### config.mk
export PLATFORM = sky130hd
export DESIGN_NAME = treasure_detect_scheduler_flat
export DESIGN_NICKNAME = d
export VERILOG_FILES = /design/src/rtl/treasure_detect_scheduler_pkg.sv /design/src/rtl/treasure_detect_scheduler_if.sv /design/src/rtl/treasure_detect_scheduler_tally.sv /design/src/rtl/treasure_detect_scheduler.sv /design/src/flat_wrapper.sv
export SDC_FILE = /design/constraint.sdc
export NUM_CORES = 1
export LEC_CHECK = 0
export CAP_MARGIN = 20
export CELL_PAD_IN_SITES_DETAIL_PLACEMENT = 1
export CELL_PAD_IN_SITES_GLOBAL_PLACEMENT = 1
export CORE_MARGIN = 2
export CORE_UTILIZATION = 45
export DETAILED_ROUTE_END_ITERATION = 10
export PLACE_DENSITY_LB_ADDON = 0.2
export SLEW_MARGIN = 20
export SYNTH_ARGS = -nofsm -noshare
export SYNTH_HDL_FRONTEND = slang
export SYNTH_HIERARCHICAL = 1
export SYNTH_SLANG_ARGS = --single-unit
### constraint.sdc
create_clock -name CLK -period 2.15 [get_ports CLK]
set_input_delay 0.215 -clock CLK [delete_from_list [all_inputs] [get_ports CLK]]
set_output_delay 0.215 -clock CLK [all_outputs]
set_load 0.05 [all_outputs]
### src/rtl/treasure_detect_scheduler_pkg.sv
// Shared types and constants for the treasure detection scheduler and the
// image processor it sequences.
package treasure_pkg;

  // Last active VGA line; lines above it are vertical blanking.
  localparam int SCREEN_HEIGHT = 144;

  typedef enum logic [2:0] {
    ST_IDLE,
    ST_SYNC,
    ST_COLLECT,
    ST_DECIDE,
    ST_PRESENT,
    ST_RELEASE
  } sched_state_e;

  typedef enum logic [1:0] {
    SHAPE_NONE = 2'd0,
    SHAPE_TRI  = 2'd1,
    SHAPE_SQR  = 2'd2,
    SHAPE_DIAM = 2'd3
  } shape_e;

  // Bit positions inside RESULT.
  localparam int RES_DIAM = 0;
  localparam int RES_SQR  = 1;
  localparam int RES_TRI  = 2;
  localparam int RES_BLUE = 3;

endpackage

### src/rtl/treasure_detect_scheduler_if.sv
// Bundle of the processor-side and Arduino-side signals of the scheduler.
// master = scheduler side, slave = processor / Arduino / bench side.
interface treasure_detect_scheduler_if;
  logic       START;
  logic [9:0] VGA_PIXEL_Y;
  logic       FRAME_VALID;
  logic [1:0] FRAME_SHAPE;
  logic       FRAME_COLOR;
  logic       PROC_ENABLE;
  logic       PROC_CLEAR;
  logic [3:0] RESULT;
  logic       RESULT_VALID;
  logic       RESULT_ACK;
  logic       BUSY;

  modport master (
    input  START, VGA_PIXEL_Y, FRAME_VALID, FRAME_SHAPE, FRAME_COLOR, RESULT_ACK,
    output PROC_ENABLE, PROC_CLEAR, RESULT, RESULT_VALID, BUSY
  );

  modport slave (
    output START, VGA_PIXEL_Y, FRAME_VALID, FRAME_SHAPE, FRAME_COLOR, RESULT_ACK,
    input  PROC_ENABLE, PROC_CLEAR, RESULT, RESULT_VALID, BUSY
  );
endinterface

### src/rtl/treasure_detect_scheduler_tally.sv
// Per-request shape/colour vote counters with a combinational majority
// decision. The scheduler registers the winner while in DECIDE.
module shape_vote_tally
  import treasure_pkg::*;
#(
  parameter int N_FRAMES  = 16,
  parameter int MIN_VOTES = 9,
  localparam int CW = $clog2(N_FRAMES + 1)
) (
  input  logic       CLK,
  input  logic       RESET,
  input  logic       clr,
  input  logic       vote,
  input  logic [1:0] shape,
  input  logic       color,
  output logic       done,
  output logic [3:0] winner
);

  logic [CW-1:0] valid_cnt, tri_cnt, sqr_cnt, diam_cnt, blue_cnt, red_cnt;

  function automatic logic [CW-1:0] sat_inc(input logic [CW-1:0] v);
    return (&v) ? v : v + 1'b1;
  endfunction

  // The vote being counted this cycle can itself complete the set.
  assign done = (valid_cnt == CW'(N_FRAMES)) ||
                (vote && valid_cnt == CW'(N_FRAMES - 1));

  // Saturating vote counters; colour only counts when a shape was seen.
  always_ff @(posedge CLK) begin
    if (RESET || clr) begin
      valid_cnt <= '0;
      tri_cnt   <= '0;
      sqr_cnt   <= '0;
      diam_cnt  <= '0;
      blue_cnt  <= '0;
      red_cnt   <= '0;
    end else if (vote) begin
      valid_cnt <= sat_inc(valid_cnt);
      case (shape_e'(shape))
        SHAPE_TRI:  tri_cnt  <= sat_inc(tri_cnt);
        SHAPE_SQR:  sqr_cnt  <= sat_inc(sqr_cnt);
        SHAPE_DIAM: diam_cnt <= sat_inc(diam_cnt);
        default: ;
      endcase
      if (shape != SHAPE_NONE) begin
        if (color) blue_cnt <= sat_inc(blue_cnt);
        else       red_cnt  <= sat_inc(red_cnt);
      end
    end
  end

  // Strict maximum with a quorum; ties or a weak maximum give no shape.
  always_comb begin
    winner = '0;
    if (tri_cnt > sqr_cnt && tri_cnt > diam_cnt && tri_cnt >= CW'(MIN_VOTES))
      winner[RES_TRI] = 1'b1;
    else if (sqr_cnt > tri_cnt && sqr_cnt > diam_cnt && sqr_cnt >= CW'(MIN_VOTES))
      winner[RES_SQR] = 1'b1;
    else if (diam_cnt > tri_cnt && diam_cnt > sqr_cnt && diam_cnt >= CW'(MIN_VOTES))
      winner[RES_DIAM] = 1'b1;
    if (|winner[2:0])
      winner[RES_BLUE] = (blue_cnt > red_cnt);
  end

endmodule

### src/rtl/treasure_detect_scheduler.sv
// Sequences the image processor for one treasure-detection request:
// sync to a frame boundary, collect per-frame votes, decide by majority and
// return the result over a four-phase REQ/ACK handshake.
module treasure_detect_scheduler
  import treasure_pkg::*;
#(
  parameter int N_FRAMES       = 16,
  parameter int MIN_VOTES      = 9,
  parameter int TIMEOUT_FRAMES = 64
) (
  input logic                          CLK,
  input logic                          RESET,
  treasure_detect_scheduler_if.master  bus
);

  localparam int FW = $clog2(TIMEOUT_FRAMES + 1);

  sched_state_e  state, state_nxt;
  logic          start_q;
  logic [9:0]    y_q;
  logic [FW-1:0] frame_cnt;
  logic [3:0]    result_q;
  logic          rv_q;
  logic          clr_q;

  logic          start_rise, frame_start, vote, tally_clr, vote_done, frame_done;
  logic [3:0]    winner;

  assign start_rise  = bus.START && !start_q;
  assign frame_start = (y_q != 10'd0) && (bus.VGA_PIXEL_Y == 10'd0);
  assign vote        = bus.FRAME_VALID && (state == ST_COLLECT);
  assign tally_clr   = (state == ST_IDLE) && start_rise;
  assign frame_done  = (frame_cnt == FW'(TIMEOUT_FRAMES)) ||
                       (frame_start && (state == ST_COLLECT) &&
                        frame_cnt == FW'(TIMEOUT_FRAMES - 1));

  shape_vote_tally #(
    .N_FRAMES  (N_FRAMES),
    .MIN_VOTES (MIN_VOTES)
  ) u_tally (
    .CLK    (CLK),
    .RESET  (RESET),
    .clr    (tally_clr),
    .vote   (vote),
    .shape  (bus.FRAME_SHAPE),
    .color  (bus.FRAME_COLOR),
    .done   (vote_done),
    .winner (winner)
  );

  // State register.
  always_ff @(posedge CLK) begin
    if (RESET) state <= ST_IDLE;
    else       state <= state_nxt;
  end

  // Next-state logic.
  always_comb begin
    state_nxt = state;
    case (state)
      ST_IDLE:    if (start_rise)              state_nxt = ST_SYNC;
      ST_SYNC:    if (frame_start)             state_nxt = ST_COLLECT;
      ST_COLLECT: if (vote_done || frame_done) state_nxt = ST_DECIDE;
      ST_DECIDE:                               state_nxt = ST_PRESENT;
      ST_PRESENT: if (bus.RESULT_ACK)          state_nxt = ST_RELEASE;
      ST_RELEASE: if (!bus.RESULT_ACK)         state_nxt = ST_IDLE;
      default:                                 state_nxt = ST_IDLE;
    endcase
  end

  // Edge history, frame counting, clear pulse and the result handshake.
  // A frame start that ends collection does not clear the processor, so
  // the clear pulse never lands in DECIDE.
  always_ff @(posedge CLK) begin
    if (RESET) begin
      start_q   <= 1'b0;
      y_q       <= '0;
      frame_cnt <= '0;
      result_q  <= '0;
      rv_q      <= 1'b0;
      clr_q     <= 1'b0;
    end else begin
      start_q <= bus.START;
      y_q     <= bus.VGA_PIXEL_Y;
      clr_q   <= frame_start && (state_nxt == ST_COLLECT);
      if (tally_clr)
        frame_cnt <= '0;
      else if (state == ST_COLLECT && frame_start && !(&frame_cnt))
        frame_cnt <= frame_cnt + 1'b1;
      if (state == ST_DECIDE) begin
        result_q <= winner;
        rv_q     <= 1'b1;
      end else if (state == ST_PRESENT && bus.RESULT_ACK) begin
        rv_q     <= 1'b0;
      end
    end
  end

  assign bus.PROC_ENABLE  = (state == ST_COLLECT);
  assign bus.PROC_CLEAR   = clr_q;
  assign bus.RESULT       = result_q;
  assign bus.RESULT_VALID = rv_q;
  assign bus.BUSY         = (state != ST_IDLE);

endmodule
### src/flat_wrapper.sv
// flat-port wrapper written by rule: the top's interface ports become plain ports
module treasure_detect_scheduler_flat import treasure_pkg::*;
#(
  parameter int N_FRAMES       = 16,
  parameter int MIN_VOTES      = 9,
  parameter int TIMEOUT_FRAMES = 64
)
  (CLK, RESET, bus_START, bus_VGA_PIXEL_Y, bus_FRAME_VALID, bus_FRAME_SHAPE, bus_FRAME_COLOR, bus_RESULT_ACK, bus_PROC_ENABLE, bus_PROC_CLEAR, bus_RESULT, bus_RESULT_VALID, bus_BUSY);
  treasure_detect_scheduler_if bus_i ();
  input logic CLK;
  input logic RESET;
  input wire logic [$bits(bus_i.START)-1:0] bus_START;
  input wire logic [$bits(bus_i.VGA_PIXEL_Y)-1:0] bus_VGA_PIXEL_Y;
  input wire logic [$bits(bus_i.FRAME_VALID)-1:0] bus_FRAME_VALID;
  input wire logic [$bits(bus_i.FRAME_SHAPE)-1:0] bus_FRAME_SHAPE;
  input wire logic [$bits(bus_i.FRAME_COLOR)-1:0] bus_FRAME_COLOR;
  input wire logic [$bits(bus_i.RESULT_ACK)-1:0] bus_RESULT_ACK;
  output wire logic [$bits(bus_i.PROC_ENABLE)-1:0] bus_PROC_ENABLE;
  output wire logic [$bits(bus_i.PROC_CLEAR)-1:0] bus_PROC_CLEAR;
  output wire logic [$bits(bus_i.RESULT)-1:0] bus_RESULT;
  output wire logic [$bits(bus_i.RESULT_VALID)-1:0] bus_RESULT_VALID;
  output wire logic [$bits(bus_i.BUSY)-1:0] bus_BUSY;
  assign bus_i.START = bus_START;
  assign bus_i.VGA_PIXEL_Y = bus_VGA_PIXEL_Y;
  assign bus_i.FRAME_VALID = bus_FRAME_VALID;
  assign bus_i.FRAME_SHAPE = bus_FRAME_SHAPE;
  assign bus_i.FRAME_COLOR = bus_FRAME_COLOR;
  assign bus_i.RESULT_ACK = bus_RESULT_ACK;
  assign bus_PROC_ENABLE = bus_i.PROC_ENABLE;
  assign bus_PROC_CLEAR = bus_i.PROC_CLEAR;
  assign bus_RESULT = bus_i.RESULT;
  assign bus_RESULT_VALID = bus_i.RESULT_VALID;
  assign bus_BUSY = bus_i.BUSY;
  treasure_detect_scheduler #(.N_FRAMES(N_FRAMES), .MIN_VOTES(MIN_VOTES), .TIMEOUT_FRAMES(TIMEOUT_FRAMES)) u_core (.CLK(CLK), .RESET(RESET), .bus(bus_i));
endmodule
-- Word-level counts from Yosys, hierarchy flattened
Index checks and enable logic that the tools add are counted.
- output and inout port bits: 8
- logic and storage cells: 107
- bits in registers: 57
- input bits: 18
- $add $sub $neg: 7
- multiplexer cells: 14
- reductions and logical operators: 43
- magnitude comparators: 10
- bitwise gates (word level): 7
- equality and inequality tests: 13
- operator list (kind ; count):
    5-bit greater-than comparator ; 7
    5-bit by 1-bit adder with 5-bit output (second input constant) ; 6
    5-bit AND reduction ; 6
    3-bit case mux with 6 select lines ; 1
    1-bit logical AND ; 16
    5-bit by 4-bit >= comparator with 1-bit output (second input constant) ; 3
    3-bit two-way mux ; 5
    10-bit zero test ; 1
    10-bit nonzero test ; 1
    3-bit by 2-bit equality test with 1-bit output (second input constant) ; 3
    3-bit AND reduction ; 3
    4-bit AND reduction ; 2
    7-bit by 1-bit adder with 7-bit output (second input constant) ; 1
    7-bit by 6-bit equality test with 1-bit output (second input constant) ; 1
    7-bit equality test (second input constant) ; 1
    1-bit two-way mux ; 7
    1-bit NOT ; 7
    7-bit AND reduction ; 1
    3-bit equality test (second input constant) ; 2
    5-bit by 4-bit equality test with 1-bit output (second input constant) ; 1
    5-bit equality test (second input constant) ; 1
    2-bit equality test (second input constant) ; 2
    1-bit logical OR ; 4
    2-bit nonzero test ; 2
    other kinds (9) ; 10

-- Logic depth before layout (Yosys ltp)
Gate-level depths: netlist of run 1.
- depth in word-level cells: 10
- depth in mapped cells: 9
- depth with buffers taken out: 9

-- Modules after synthesis
The synthesis of run 1 kept the hierarchy.
- modules (own cells, without submodules) (module ; cells an instance ; sequential area each (um^2) ; area an instance (um^2) ; times used):
    shape_vote_tally ; 223 ; 600.6 ; 1968.1 ; 1
    treasure_detect_scheduler ; 139 ; 540.5 ; 1298.7 ; 1

-- Worst setup path after synthesis of run 1
No wires, ideal clock.
- kind: register -> register
- from: register u_core.state[0]
- to: register u_core.u_tally.blue_cnt[3]
- stages on the path, launching flop included: 10
- period minus slack after synthesis: 2.069 ns
- path slack: 0.081 ns
- buffers on the path: 1
- arrival: 1.942 ns
- setup time: 0.128 ns
- required time: 2.022 ns
- path through: dfxtp_1 buf_6 or3b_4 clkinv_4 and2_1 o21ai_1 nor3b_2 nand4_1 xor2_1 nor2_1
- longest elaborated chain between the ends: 3
- elaborated cells between the ends (all ways): 6
- those cells by class: eq/ne (1); reduce/logical (5)
- ends and longest elaborated chain (item ; line ; source):
    start: declaration ; treasure_detect_scheduler.sv:18 ; sched_state_e state, state_nxt;
    start signal: assignment ; treasure_detect_scheduler.sv:54 ; else state <= state_nxt;
    3-bit by 2-bit equality test with 1-bit output ; - ;
    net bus_PROC_ENABLE ; flat_wrapper.sv:18 ; output wire logic [$bits(bus_i.PROC_ENABLE)-1:0] bus_PROC_ENABLE;
    1-bit logical AND ; treasure_detect_scheduler.sv:31 ; assign vote = bus.FRAME_VALID && (state == ST_COLLECT);
    net u_core.vote ; treasure_detect_scheduler.sv:26 ; logic start_rise, frame_start, vote, tally_clr, vote_done, frame_done;
    4-bit AND reduction (no source line) ; - ;
    end signal: assignment ; treasure_detect_scheduler_tally.sv:48 ; if (color) blue_cnt <= sat_inc(blue_cnt);
    end: declaration ; treasure_detect_scheduler_tally.sv:20 ; logic [CW-1:0] valid_cnt, tri_cnt, sqr_cnt, diam_cnt, blue_cnt, red_cnt;
The timed path passes the listed nets, and every way through them passes these cells.
A chain may end at the register's enable or synchronous reset.

-- Worst setup path in the final report of run 1
- from: register u_core.u_tally.diam_cnt[1]
- to: register u_core.result_q[3] (netlist: u_core/bus.RESULT[3])
- longest elaborated chain between the ends: 8
- elaborated cells between the ends (all ways): 18
- those cells by class: order compare (5); mux (6); reduce/logical (7)
- ends and longest elaborated chain (item ; line ; source):
    start: declaration ; treasure_detect_scheduler_tally.sv:20 ;
    start signal: assignment ; treasure_detect_scheduler_tally.sv:44 ; SHAPE_DIAM: diam_cnt <= sat_inc(diam_cnt);
    5-bit greater-than comparator ; treasure_detect_scheduler_tally.sv:61 ; else if (diam_cnt > tri_cnt && diam_cnt > sqr_cnt && diam_cnt >= CW'(MIN_VOTES))
    1-bit logical AND (2 in a row) ; treasure_detect_scheduler_tally.sv:61 ;
    1-bit two-way mux ; treasure_detect_scheduler_tally.sv:61 ;
    1-bit two-way mux ; treasure_detect_scheduler_tally.sv:59 ; else if (sqr_cnt > tri_cnt && sqr_cnt > diam_cnt && sqr_cnt >= CW'(MIN_VOTES))
    2-bit two-way mux (*) ; treasure_detect_scheduler_tally.sv:57 ; if (tri_cnt > sqr_cnt && tri_cnt > diam_cnt && tri_cnt >= CW'(MIN_VOTES))
    net u_core.winner[0] ; treasure_detect_scheduler.sv:27 ; logic [3:0] winner;
    3-bit OR reduction (*) ; treasure_detect_scheduler_tally.sv:63 ; if (|winner[2:0])
    1-bit two-way mux (*) ; treasure_detect_scheduler_tally.sv:63 ;
    net u_core.winner[3] ; treasure_detect_scheduler.sv:27 ;
    end signal: assignment ; treasure_detect_scheduler.sv:91 ; result_q <= winner;
    end: declaration ; treasure_detect_scheduler.sv:22 ; logic [3:0] result_q;
Mark *: on every way through the listed nets, which the timed path passes. The rest lies on a longest branch.

==> impl_metrics.ini, run 1 <==
[status]
outcome = finished clean

[clock_tree]
clkSinkCount = 57
cts_buffer_depth = 2
hold_buffers = 0
clk_pin_slew_ns = 0.07
cts_tree = done
cts_buffers = 9
htree_levels = 3
clock_latency_ns = 0.35
clock-root-buffer = clkbuf_8

[placement]
hpwl_um = 5830
dpl_cell_area_sq_um = 3720
place.gp.congestion = 0.801
io_buffers = 25

[timing]
setup_viol = 0
rsz0062_at_grt = true
skew_ns = 0.00567
fmax_mhz = 493
relSlewSlack_pct = 60.3
tightest_slew_ns = 0.595
final.min_clock_period_ns = 2.03
drv_slew = 0
hold_viol = 0
period_share_pct = 94.4
tns_ns = 0

[yosys]
syn-mean-instance-area_sq_um = 9.02
syn_inst = 362
seq_area_frac_synth_pct = 34.9
async_flop_share_pct = 0
syn_area_sq_um = 3270
ys_ff_latch = 57
synth_enable_flop_cells = 0
ys.flop_type = dfxtp_1
yosysWarnings = 6
synth_cell_types = 50
synth_fp_nets = 419

[setup_path]
cp-end-kind = flip-flop
critPathRequiredTime_ns = 2.39
cp_num_buf_inv = 1
worstPathArrival_ns = 2.27
path_cells = inv_1 -> ha_1 -> or4_1 -> a21oi_1 -> nor4_2 -> o31a_1 -> mux2i_1 -> nor2_1
critPathKind = reg2reg
critPathMaxFanout = 7
cpMaxStageDelayCell = dfxtp_1
critPathMaxStageDelay_ns = 0.49
crit_family = simple AND/OR/NAND/NOR gates
startpoint_type = flip-flop

[finish]
syn_to_final_growth_pct = 21.6
nets = 461
post-route-util_pct = 55.7
drive_above_1_share_pct = 14.2
fin_area_sq_um = 3970
antennaDiodeCount = 0

[job]
drv_cap = 0

[power_and_ir_drop]
total_power_mw = 2.23
p_per_area_nw_per_um2 = 561
p_leak_nw = 1.61
ir_drop_uv = 359

[drt]
drc_errors = 0
drtIter0Drc = 78
ant_nets = 0
wire_per_inst_um = 15.3
viasPerCell = 5.42
wl_um = 7760
vias = 2750
first_pass_iters = 5

[grt]
track_usage_pct = 21.1
grt_max_degree = 31
grt_pass1_vias = 2833
grt_overflow = 0
antenna_found_initial = 0
grt_pass1_wl_um = 12900

[die]
chipWidth_um = 89.2
die_area_sq_um = 7960
initial_core_util_pct = 45.8
coreArea_sq_um = 7140
fp.dieH_um = 89.2
rows = 31
num_io_pins = 26

[min_path]
hold_path_class = in2reg
## synthesized netlist by cell type (3+ instances only)
master    number  share of area, %
dfxtp_1       57                35
nor2_1        49               5.6
ha_1          39                15
inv_1         27               3.1
nand2_1       17               2.0
a21oi_1       16               2.5
nor2b_1       16               3.1
mux2i_1       14               4.3
nand4_1       13               2.5
xnor2_1       12               3.2
and3_1         8               1.5
clkbuf_1       8              0.92
a211oi_1       7               1.6
nand3_1        6              0.92
nor4_1         6               1.1
xor2_1         6               1.6
nor3_1         5              0.77
o21ai_0        4              0.61
and4_1         3              0.80
nand2b_1       3              0.57
nor3_2         3              0.92
nor4_2         3               1.1
o22ai_1        3              0.57
o31ai_1        3              0.69
## final cells by class
| type | count | area (sq um) |
|---|---|---|
| clock buffers | 12 | 155 |
| clock inverters | 3 | 40.0 |
| fillers | 854 | 3160 |
| inverters | 28 | 110 |
| multi-input cells | 267 | 2010 |
| flip-flops and latches | 57 | 1140 |
| well taps | 99 | 124 |
| repair buffers | 41 | 392 |
## flip-flops by register name, summed over array words and instances (netlist names), 3 cells and up
signal                    cells
u_core/y_q                   10
u_core/frame_cnt              7
u_core/u_tally/valid_cnt      5
u_core/u_tally/red_cnt        5
u_core/u_tally/blue_cnt       5
u_core/u_tally/diam_cnt       5
u_core/state                  3
u_core/u_tally/sqr_cnt        5
u_core/u_tally/tri_cnt        5
u_core/bus.RESULT             4
## where the power goes
part | total, mW | leakage (nW) | internal [mW] | switching, mW
Clock | 1.02 | 0.102 | 0.588 | 0.429
Sequential | 1.07 | 0.463 | 1.07 | 0.00376
Combinational | 0.139 | 1.04 | 0.0621 | 0.0771
## routing by layer
layer | wire length (um) | vias up | track usage, %
li1 | - | 1362 | -
met1 | 3610 | 1337 | 26.0
met2 | 3800 | 41 | 35.8
met3 | 230 | 10 | 4.80
met4 | 117 | 0 | 8.14
met5 | 0 | - | 0
## logic make-up (layout without fill, tap and decap cells)
logic type	Yosys count	in the layout	share of synthesized area, %
simple gates	149	149	26.9
compound gates	47	47	9.35
xor+xnor	18	18	4.83
mux	14	14	4.29
fa+ha+maj	39	39	14.9
buf+inv	38	84	4.79
flops	57	57	34.9
## worst paths after layout
path                                           start                           endpoint  slack, ns  cells past startpoint
min                                        bus_START          u_core/start_q$_SDFF_PP0_       0.45                      2
max reg2reg  u_core/u_tally/diam_cnt[1]$_SDFFE_PP0P_  u_core/bus.RESULT[3]$_SDFFE_PP0P_       0.12                      8
min reg2reg         u_core/frame_cnt[3]$_SDFFE_PP0P_   u_core/frame_cnt[3]$_SDFFE_PP0P_       0.51                      2
max          u_core/u_tally/diam_cnt[1]$_SDFFE_PP0P_  u_core/bus.RESULT[3]$_SDFFE_PP0P_       0.12                      8
## through the flow
step | hold slack [ns] | worst slack, ns | instances
detailed placement | 0.510 | -0.0270 | 490
floorplan | 0.343 | 0.0807 | 362
global route | 0.463 | -0.0138 | 507
global placement | 0.466 | 0.0754 | 490
finish | 0.452 | 0.121 | 507
CTS | 0.444 | 0.0194 | 506
## what timing repair did
item / in CTS / in global routing
buffers inserted: 1 / 1
setup endpoints to repair: 2 / 11
gates resized for setup: 1 / 9
pin swaps: 1 / 2
## cells in the final DEF (no fill, tap or decap), drive strengths merged, types with 6 or more instances in the layout
cell type / synthesis / routed
o21ai: 6 / 6
clkbuf: 8 / 12
nor2b: 16 / 16
xor2: 6 / 6
dfxtp: 57 / 57
and3: 8 / 8
a211oi: 7 / 7
a21oi: 17 / 17
nor2: 49 / 49
nand3: 6 / 6
clkdlybuf4s50: 0 / 23
ha: 39 / 39
mux2i: 14 / 14
xnor2: 12 / 12
buf: 2 / 17
nor3: 8 / 8
inv: 27 / 27
nand2: 17 / 17
nor4: 11 / 11
nand4: 15 / 15
Note: power is estimated with default switching activity, not from simulation.
==> inputs of run 2 (changes only) <==
Settings changed: CORE_UTILIZATION 45 to 48, DONT_BUFFER_PORTS set to 1, SYNTH_HIERARCHICAL 1 to unset.
==> run 2 against run 1 <==
Against the previous run:
- hold slack got worse by 0.44 ns
- register-to-register slack gained 0.05 ns
- global-route usage about the same
- power increased by 7.1%
- non-clock buffer count decreased by 23
- via count down 11%
- sequential power about the same
- flip-flop and latch count stayed put
- clock power up 21%
- area after synthesis fell by 5.9%
- cell count shrank 12%
- critical path type unchanged
- critical endpoint is now u_core.bus.RESULT[3]$_SDFFE_PP0P_
- largest cell class unchanged
- largest power group is now the clock network
- highest routed layer unchanged
==> impl_metrics.ini, run 2 <==
[finish]
largest_reg_flops = 10
regMostFlops = u_core.y_q
antennaDiodeCount = 0
syn_to_final_growth_pct = 14.7
nets = 422
drive_above_1_share_pct = 10.3
final_cell_mix = dfxtp_1 (57), nor2_1 (49), ha_1 (39), inv_1 (25), nand2_1 (21)
layout_commonest_cell = dfxtp_1
reg_top3 = u_core.y_q x10, u_core.frame_cnt x7

[yosys]
yosys.area.top_type_share_pct = 37.1
yosys-top-cells-count = dfxtp_1 (57), nor2_1 (49), ha_1 (39)
synth_cell_types = 42
ys.flop_type = dfxtp_1
yosysTopAreaCell = dfxtp_1
async_flop_share_pct = 0
syn_area_sq_um = 3080
synth_enable_flop_cells = 0
seq_area_frac_synth_pct = 37.1
syn-mean-instance-area_sq_um = 8.89
syn_inst = 346
synth_area_leaders = dfxtp_1 (37%), ha_1 (16%), nor2_1 (6.0%)
ys_ff_latch = 57
yosys.cell_count.top_type = dfxtp_1
synth_fp_nets = 403
yosysWarnings = 0

[grt]
grt_max_degree = 20
grt_overflow = 0
grt_pass1_vias = 2605
antenna_found_initial = 0
grt_pass1_wl_um = 11900
track_usage_pct = 21.1

[clock_tree]
clock_latency_ns = 0.34
clk_pin_slew_ns = 0.07
cts_buffer_depth = 2
cts_tree = done
cts_buffers = 9
clock-root-buffer = clkbuf_8
htree_levels = 3
post_cts_buffers = 0
clkSinkCount = 57

[drt]
viasPerCell = 5.47
wl_um = 6920
wire_per_inst_um = 15.5
first_pass_iters = 4
drc_errors = 0
vias = 2444
ant_nets = 0
drtIter0Drc = 74

[timing]
tightest_slew_ns = 0.629
final.min_clock_period_ns = 1.98
skew_ns = 0.00571
relSlewSlack_pct = 57.9
hold_viol = 0
drv_slew = 0
fmax_mhz = 506
tns_ns = 0
rsz0062_at_grt = false
hold_ws_ns = 0.0123
setup_viol = 0
period_share_pct = 91.9

[setup_path]
cp-end-kind = flip-flop
crit_family = compound AO/OA/AOI/OAI gates
critPathMaxStageDelay_ns = 0.46
crit_path_start = u_core.u_tally.sqr_cnt[1]$_SDFFE_PP0P_
startpoint_type = flip-flop
path_cells = inv_1 -> ha_1 -> nand3_1 -> o21bai_1 -> a211oi_1 -> nor4_1 -> o311a_1
critPathRequiredTime_ns = 2.38
critPathMaxFanout = 6
r2r-start = u_core.u_tally.sqr_cnt[1]$_SDFFE_PP0P_
cp_num_buf_inv = 1
cpMaxStageDelayCell = dfxtp_1
critPathKind = reg2reg
worstPathArrival_ns = 2.20

[power_and_ir_drop]
p_clk_share_pct = 51.5
ir_drop_uv = 508
p_per_area_nw_per_um2 = 677
p_int_mw = 1.87
power_switching_mw = 0.516
seq_power_share_pct = 45.0
swShare_pct = 21.6
p_leak_nw = 1.46
power_frac_comb_pct = 3.5

[die]
num_io_pins = 26
chipWidth_um = 84.0
rows = 29
initial_core_util_pct = 49.0
die_area_sq_um = 7060
fp.dieH_um = 84.0
coreArea_sq_um = 6280

[min_path]
hold_path_class = in2reg
min_from = bus_VGA_PIXEL_Y[7]

[placement]
place.gp.congestion = 0.815
io_buffers = 0
hpwl_um = 5090

[status]
outcome = finished clean

[job]
drv_cap = 0
## run 2: changes by cell type after synthesis, moves of 4 or more
cell	delta
buf_2	+5
a21oi_1	-4
clkbuf_1	-4
mux2i_1	-4
nand2_1	+4
xor2_1	+4
## run 2: final timing paths
path                                       end  cells after the start  slack, ns
min                   u_core.y_q[7]$_SDFF_PP0_                      1       0.01
max          u_core.bus.RESULT[3]$_SDFFE_PP0P_                      7       0.17
min reg2reg         u_core.state[2]$_SDFF_PP0_                      2       0.51
max reg2reg  u_core.bus.RESULT[3]$_SDFFE_PP0P_                      7       0.17
## run 2: power by group through the flow
stage	clock network [mW]	registers, mW	logic [mW]
after floorplan	0	1.09	0.0557
after global placement	0	1.10	0.0668
after detailed placement	0	1.10	0.0678
after CTS	1.25	1.07	0.0831
after global routing	1.30	1.07	0.0917
final	1.23	1.07	0.0834
## run 2: cell families after synthesis
group	count (synthesis)	synth area share (%)
multiplexers	10	3.25
adder cells (fa/ha/maj)	39	15.9
buffers and inverters	36	4.64
flip-flops	57	37.1
XOR/XNOR	24	6.83
AND/OR/NAND/NOR	142	24.5
AO/OA/AOI/OAI	38	7.81
## run 2: final cells by class
cell class / instances / area (sq um)
inverters: 26 / 97.6
clock buffers: 9 / 124
repair buffers: 18 / 153
well taps: 77 / 96.3
fillers: 739 / 2750
clock inverters: 7 / 119
multi-input cells: 253 / 1800
flip-flops and latches: 57 / 1140
## run 2: metrics by stage
stage	power [mW]	instances	setup slack [ns]	cell area [sq um]	util, %
finish	2.39	447	0.175	3530	56.2
global route	2.46	447	0.0258	3530	56.2
CTS	2.41	447	0.164	3520	56.1
detailed placement	1.17	424	0.164	3210	51.1
global placement	1.16	424	0.219	3210	51.1
floorplan	1.15	346	0.285	3080	-
## run 2: per-layer routing
metal / part of all wire, % / track usage, %
met1: 44 / 24.0
met3: 3.1 / 5.14
met4: 1.7 / 7.48
met2: 51 / 38.2
met5: 0 / 0
## run 2: repair_timing
| action | 4_1_cts | 5_1_grt |
|---|---|---|
| endpoints found under the setup margin | 0 | 1 |
| resized for setup | 0 | 1 |
| hold buffers | 7 | 0 |
| endpoints found under the hold margin | 17 | 0 |
==> inputs of run 3 (changes only) <==
Settings changed: CTS_CLUSTER_SIZE set to 14.
==> results of run 3 <==
The final DEF is identical to that of run 2; final timing and power are the same.
